--- config.mk ---
export PLATFORM = sky130hd
export DESIGN_NAME = imm_pack
export DESIGN_NICKNAME = d
export VERILOG_FILES = /design/src/rtl/imm_pack.sv
export SDC_FILE = /design/constraint.sdc
export NUM_CORES = 1
export LEC_CHECK = 0
export BUFFER_PORTS_ARGS = -buffer_cell sky130_fd_sc_hd__buf_2
export CAP_MARGIN = 20
export CORE_MARGIN = 8
export CORE_UTILIZATION = 52
export DETAILED_ROUTE_END_ITERATION = 16
export HOLD_SLACK_MARGIN = 0.06
export PLACE_DENSITY = 0.8
export SYNTH_ARGS = -nofsm -noshare
export SYNTH_HDL_FRONTEND = slang
export SYNTH_SLANG_ARGS = --single-unit
--- constraint.sdc ---
create_clock -name clk -period 2.1 [get_ports clk]
set_input_delay 0.315 -clock clk [delete_from_list [all_inputs] [get_ports clk]]
set_output_delay 0.315 -clock clk [all_outputs]
set_load 0.01 [all_outputs]
--- src/rtl/imm_pack.sv ---
// Immediate packer: range/alignment-checks an immediate and merges it into an RV32 instruction word
// through a 2-stage valid/ready pipeline. Optional saturating error counter enabled by IMM_PACK_ERRCNT_EN.
module imm_pack #(
    parameter int unsigned CNT_W = 16
) (
    input  logic             clk,
    input  logic             rst_n,
    input  logic             in_valid,
    output logic             in_ready,
    input  logic [31:0]      in_imm,
    input  logic [2:0]       in_type,
    input  logic [24:0]      in_fields,
    input  logic [6:0]       in_opcode,
    output logic             out_valid,
    input  logic             out_ready,
    output logic [31:0]      out_instr,
    output logic [1:0]       out_err,
    input  logic             cnt_clr,
    output logic [CNT_W-1:0] err_count
);

    localparam int unsigned IMM_W  = 32;
    localparam int unsigned TYPE_W = 3;
    localparam int unsigned FLD_W  = 25;
    localparam int unsigned OPC_W  = 7;
    localparam int unsigned ERR_W  = 2;

    localparam logic [TYPE_W-1:0] FMT_I = TYPE_W'(0);
    localparam logic [TYPE_W-1:0] FMT_B = TYPE_W'(1);
    localparam logic [TYPE_W-1:0] FMT_S = TYPE_W'(2);
    localparam logic [TYPE_W-1:0] FMT_U = TYPE_W'(3);
    localparam logic [TYPE_W-1:0] FMT_J = TYPE_W'(4);

    localparam logic [ERR_W-1:0] ERR_OK    = ERR_W'(0);
    localparam logic [ERR_W-1:0] ERR_RANGE = ERR_W'(1);
    localparam logic [ERR_W-1:0] ERR_ALIGN = ERR_W'(2);
    localparam logic [ERR_W-1:0] ERR_TYPE  = ERR_W'(3);

    logic               s1_valid_q, s1_valid_d;
    logic [IMM_W-1:0]   s1_imm_q, s1_imm_d;
    logic [TYPE_W-1:0]  s1_type_q, s1_type_d;
    logic [FLD_W-1:0]   s1_fields_q, s1_fields_d;
    logic [OPC_W-1:0]   s1_opcode_q, s1_opcode_d;
    logic [ERR_W-1:0]   s1_err_q, s1_err_d;
    logic               out_valid_q, out_valid_d;
    logic [IMM_W-1:0]   out_instr_q, out_instr_d;
    logic [ERR_W-1:0]   out_err_q, out_err_d;

    logic               s2_ready_c;
    logic               s1_load_c;
    logic [ERR_W-1:0]   err_c;
    logic [IMM_W-1:0]   pack_c;

    assign s2_ready_c = !out_valid_q || out_ready;
    assign in_ready   = !s1_valid_q || s2_ready_c;
    assign s1_load_c  = in_valid && in_ready;

    assign out_valid  = out_valid_q;
    assign out_instr  = out_instr_q;
    assign out_err    = out_err_q;

    // Error classification on the incoming word; priority type > align > range
    always_comb begin
        logic type_ok;
        logic align_ok;
        logic range_ok;
        type_ok  = 1'b1;
        align_ok = 1'b1;
        range_ok = 1'b1;
        err_c    = ERR_OK;
        case (in_type)
            FMT_I, FMT_S: range_ok = (&in_imm[31:11]) || !(|in_imm[31:11]);
            FMT_B: begin
                range_ok = (&in_imm[31:12]) || !(|in_imm[31:12]);
                align_ok = !in_imm[0];
            end
            FMT_U: align_ok = (in_imm[11:0] == 12'h000);
            FMT_J: begin
                range_ok = (&in_imm[31:20]) || !(|in_imm[31:20]);
                align_ok = !in_imm[0];
            end
            default: type_ok = 1'b0;
        endcase
        if (!type_ok) begin
            err_c = ERR_TYPE;
        end else if (!align_ok) begin
            err_c = ERR_ALIGN;
        end else if (!range_ok) begin
            err_c = ERR_RANGE;
        end
    end

    // Scatter the stage-1 immediate into its format's instruction bit positions
    always_comb begin
        pack_c = {s1_fields_q, s1_opcode_q};
        case (s1_type_q)
            FMT_I: pack_c[31:20] = s1_imm_q[11:0];
            FMT_S: begin
                pack_c[31:25] = s1_imm_q[11:5];
                pack_c[11:7]  = s1_imm_q[4:0];
            end
            FMT_B: begin
                pack_c[31]    = s1_imm_q[12];
                pack_c[30:25] = s1_imm_q[10:5];
                pack_c[11:8]  = s1_imm_q[4:1];
                pack_c[7]     = s1_imm_q[11];
            end
            FMT_U: pack_c[31:12] = s1_imm_q[31:12];
            FMT_J: begin
                pack_c[31]    = s1_imm_q[20];
                pack_c[30:21] = s1_imm_q[10:1];
                pack_c[20]    = s1_imm_q[11];
                pack_c[19:12] = s1_imm_q[19:12];
            end
            default: pack_c[31:7] = '1;
        endcase
    end

    always_comb begin
        s1_valid_d  = s1_valid_q;
        s1_imm_d    = s1_imm_q;
        s1_type_d   = s1_type_q;
        s1_fields_d = s1_fields_q;
        s1_opcode_d = s1_opcode_q;
        s1_err_d    = s1_err_q;
        out_valid_d = out_valid_q;
        out_instr_d = out_instr_q;
        out_err_d   = out_err_q;
        if (s2_ready_c) begin
            out_valid_d = s1_valid_q;
            if (s1_valid_q) begin
                out_instr_d = pack_c;
                out_err_d   = s1_err_q;
            end
        end
        if (s1_load_c) begin
            s1_valid_d  = 1'b1;
            s1_imm_d    = in_imm;
            s1_type_d   = in_type;
            s1_fields_d = in_fields;
            s1_opcode_d = in_opcode;
            s1_err_d    = err_c;
        end else if (s2_ready_c) begin
            s1_valid_d  = 1'b0;
        end
    end

    always_ff @(posedge clk or negedge rst_n) begin
        if (!rst_n) begin
            s1_valid_q  <= 1'b0;
            s1_imm_q    <= '0;
            s1_type_q   <= '0;
            s1_fields_q <= '0;
            s1_opcode_q <= '0;
            s1_err_q    <= '0;
            out_valid_q <= 1'b0;
            out_instr_q <= '0;
            out_err_q   <= '0;
        end else begin
            s1_valid_q  <= s1_valid_d;
            s1_imm_q    <= s1_imm_d;
            s1_type_q   <= s1_type_d;
            s1_fields_q <= s1_fields_d;
            s1_opcode_q <= s1_opcode_d;
            s1_err_q    <= s1_err_d;
            out_valid_q <= out_valid_d;
            out_instr_q <= out_instr_d;
            out_err_q   <= out_err_d;
        end
    end

`ifdef IMM_PACK_ERRCNT_EN
    logic [CNT_W-1:0] cnt_q, cnt_d;

    // Clear wins over a coincident increment; increment saturates at all-ones
    always_comb begin
        cnt_d = cnt_q;
        if (cnt_clr) begin
            cnt_d = '0;
        end else if (out_valid_q && out_ready && (out_err_q != ERR_OK) && !(&cnt_q)) begin
            cnt_d = cnt_q + CNT_W'(1);
        end
    end

    always_ff @(posedge clk or negedge rst_n) begin
        if (!rst_n) begin
            cnt_q <= '0;
        end else begin
            cnt_q <= cnt_d;
        end
    end

    assign err_count = cnt_q;
`else
    logic unused_cnt_clr;
    assign unused_cnt_clr = cnt_clr;
    assign err_count      = '0;
`endif

endmodule

==> flow_metrics.env <==
export IMPL_global_route_wire_length_before_repair_microns=17300
export IMPL_hold_viol_final=0
export IMPL_cts_made_buffers=9
export IMPL_total_power_w=0.00483
export IMPL_crit_path_end_kind="flip-flop"
export IMPL_hold_path_class="in2reg"
export IMPL_regToRegSetupSlack_ns=0.33
export IMPL_power_ir_vdd_worst_mv=0.491
export IMPL_die_height_microns=108
export IMPL_worst_skew_pair_late_latency_ns=0.37
export IMPL_tritoncts="built"
export IMPL_floorplan_die_area_sq_um=11600
export IMPL_clk_pin_slew_ns=0.10
export IMPL_prevailing_post_synth_register_cell="sky130_fd_sc_hd__dfrtp_1"
export IMPL_drv_slew=0
export IMPL_clk_root_buffer_cell="sky130_fd_sc_hd__clkbuf_8"
export IMPL_num_io_pins=124
export IMPL_cts_max_path_buffers=2
export IMPL_synth_warnings=0
export IMPL_antennaDiodeCount=0
export IMPL_numPortBuffers=99
export IMPL_clkSinkCount=98
export IMPL_drtIter0Drc=167
export IMPL_synth_seq_area_share=0.561
export IMPL_r2r_cells=6
export IMPL_grt_overflow_total=0
export IMPL_grt_pass1_vias=3536
export IMPL_maxSlewHeadroom=0.609
export IMPL_met2_length_microns=5410
export IMPL_achievable_frequency_mhz=565
export IMPL_fin_nets=565
export IMPL_nFillCells=662
export IMPL_hold_path_end="s1_fields_q[17]"
export IMPL_critPathLaunchType="flip-flop"
export IMPL_run_status="complete, no violations"
export IMPL_final_antenna_net_count=0
export IMPL_timing_rr_end="out_instr[18]"
export IMPL_holdPathStages=2
export IMPL_synth_edf_count=0
export IMPL_rows=33
export IMPL_floorplan_initialDensity=0.535
export IMPL_netlist_cell_type_count=35
export IMPL_syn2layout_area_growth_pct=18.7
export IMPL_synth_top_area_share=0.561
export IMPL_fp_dieW_microns=108
export IMPL_route_met3_wl_microns=654
export IMPL_timing_rr_start="s1_type_q[1]"
export IMPL_worstPathMaxFanout=9
export IMPL_postSynth_asyncResetShare=1.00
export IMPL_detailedPlacementHpwl_microns=8270
export IMPL_timing_setup_tns_ns=0
export IMPL_rsz0062_at_grt="no"
export IMPL_timing_critical_path_required_ns=2.33
export IMPL_routed_wire_length_per_instance_microns=17.9
export IMPL_first_pass_iters=4
export IMPL_grt_max_degree=45
export IMPL_worst_slew_pin_slew_ns=0.586
export IMPL_core_region_area_sq_um=8180
export IMPL_finalCriticalPeriod_ns=1.77
export IMPL_timing_worst_setup_path_type="reg2reg"
export IMPL_top_layer="met5"
export IMPL_layout_drive_gt1_share=0.384
export IMPL_postSynthAreaPerCell_sq_um=11.2
export IMPL_dominant_cell_by_count_in_the_synthesized_netlist="sky130_fd_sc_hd__dfrtp_1"
export IMPL_postRouteWirelength_microns=10800
export IMPL_cts_resized=0
export IMPL_viasPerCell=5.52
export IMPL_synth_cells=392
export IMPL_synth_seq_cells=98
export IMPL_synthesis_area_sq_um=4370
export IMPL_most_instantiated_cells_after_synthesis="sky130_fd_sc_hd__dfrtp_1, sky130_fd_sc_hd__mux2_2, sky130_fd_sc_hd__nand2_1, sky130_fd_sc_hd__o21ai_0, sky130_fd_sc_hd__a21oi_1"
export IMPL_hold_path_start="in_fields[17]"
export IMPL_post_route_cell_area_sq_um=5190
export IMPL_gp_congestion=0.839
export IMPL_cap_violations=0
export IMPL_final_setup_skew_ns=0.0123
export IMPL_postPlaceCellArea_sq_um=4980
export IMPL_met1_length_microns=4420
export IMPL_number_of_design_rule_violations_left_after_detail_routing=0
export IMPL_cp_arrival_ns=2.00
export IMPL_report_final_setup_viol=0
export IMPL_utilization=0.635
export IMPL_timing_final_crit_share=0.842
export IMPL_yosysTopAreaCell="sky130_fd_sc_hd__dfrtp_1"
export IMPL_multiInputGateArea_sq_um=1760
export IMPL_synthTopCellsByArea="sky130_fd_sc_hd__dfrtp_1, sky130_fd_sc_hd__mux2_2, sky130_fd_sc_hd__nand2_1"
export IMPL_leakage_nw=2.42
export IMPL_antenna_found_initial=1
export IMPL_area_sequential_sq_um=2450
export IMPL_h_tree_depth=3
export IMPL_groute_usage_overall=0.190
export IMPL_via_count=3329
export IMPL_whs_ns=0.168
export IMPL_power_per_cell_area_nw_per_um2=931
[placed cells by master (no fill, tap or decap), types with 7 or more instances in the layout]
master / netlist / final
sky130_fd_sc_hd__o21ai_0: 29 / 29
sky130_fd_sc_hd__conb_1: 1 / 16
sky130_fd_sc_hd__mux2i_1: 7 / 7
sky130_fd_sc_hd__buf_4: 16 / 11
sky130_fd_sc_hd__buf_2: 7 / 98
sky130_fd_sc_hd__dfrtp_1: 98 / 98
sky130_fd_sc_hd__nor2_1: 17 / 17
sky130_fd_sc_hd__nand2_1: 57 / 56
sky130_fd_sc_hd__clkbuf_8: 0 / 9
sky130_fd_sc_hd__a21oi_1: 18 / 18
sky130_fd_sc_hd__mux2_2: 59 / 59
sky130_fd_sc_hd__o22ai_1: 17 / 17
[layer usage]
metal  global-route usage  up-vias
met1                0.226     1637
li1                     -     1557
met4               0.0942        2
met5                    0        -
met3               0.0401       21
met2                0.319      112
[metrics by stage]
stage / setup slack [ns] / instances
final: 0.331 / 603
after global routing: 0.238 / 603
after CTS: 0.341 / 603
after detailed placement: 0.364 / 586
after global placement: 0.423 / 586
after floorplan: 0.558 / 407
[how the worst max path moves through the flow]
stage | from | end | slack (ns) | depth (start not counted)
global route | s1_type_q[1] | out_instr[18] | 0.24 | 6
detailed placement | in_type[0] | s1_err_q[0] | 0.36 | 6
finish | s1_type_q[1] | out_instr[18] | 0.33 | 6
floorplan | out_valid | s1_fields_q[10] | 0.56 | 4
CTS | s1_type_q[1] | out_instr[18] | 0.34 | 6
global placement | out_ready | s1_imm_q[8] | 0.42 | 5
[kinds of logic (layout without fill, tap and decap cells)]
| family | Yosys count | count (layout) | synth area share |
|---|---|---|---|
| AO/OA/AOI/OAI | 79 | 79 | 0.108 |
| buffers and inverters | 40 | 131 | 0.0501 |
| flip-flops | 98 | 98 | 0.561 |
| multiplexers | 66 | 66 | 0.168 |
| other | 1 | 16 | 0.000858 |
| AND/OR/NAND/NOR | 108 | 108 | 0.112 |
[state kept, by name (all words and copies together), names as in the netlist]
name         flops
s1_fields_q     18
out_err          2
out_valid        1
s1_imm_q        32
s1_err_q         2
out_instr       32
s1_type_q        3
s1_valid_q       1
s1_opcode_q      7
[report_power, final]
group | switching (W) | internal (W) | total [W]
clock network | 0.000667 | 0.000559 | 0.00123
registers | 0.000209 | 0.00223 | 0.00244
logic | 0.000634 | 0.000533 | 0.00117
total | 0.00151 | 0.00332 | 0.00483
[layout make-up]
cell class,count,share of cell area
clock buffers,9,0.0239
clock inverters,7,0.0142
inverters,2,0.00145
multi-input cells,269,0.339
flip-flops and latches,98,0.472
well taps,105,0.0253
repair buffers,113,0.124
[worst max-delay path: stages, from the launching register on]
cell and delay [ns]:
sky130_fd_sc_hd__dfrtp_1 0.51, sky130_fd_sc_hd__nand2_1 0.12, sky130_fd_sc_hd__or2_2 0.37, sky130_fd_sc_hd__a21boi_1 0.18, sky130_fd_sc_hd__buf_4 0.19, sky130_fd_sc_hd__o22ai_1 0.14, sky130_fd_sc_hd__o21ai_0 0.12
[what timing repair did]
action | in CTS | in global routing
setup buffers | 0 | 0
hold endpoints to repair | 41 | 0
endpoints found under the setup margin | 0 | 0
hold buffers | 1 | 0
Power figures use the tool's default switching activity.
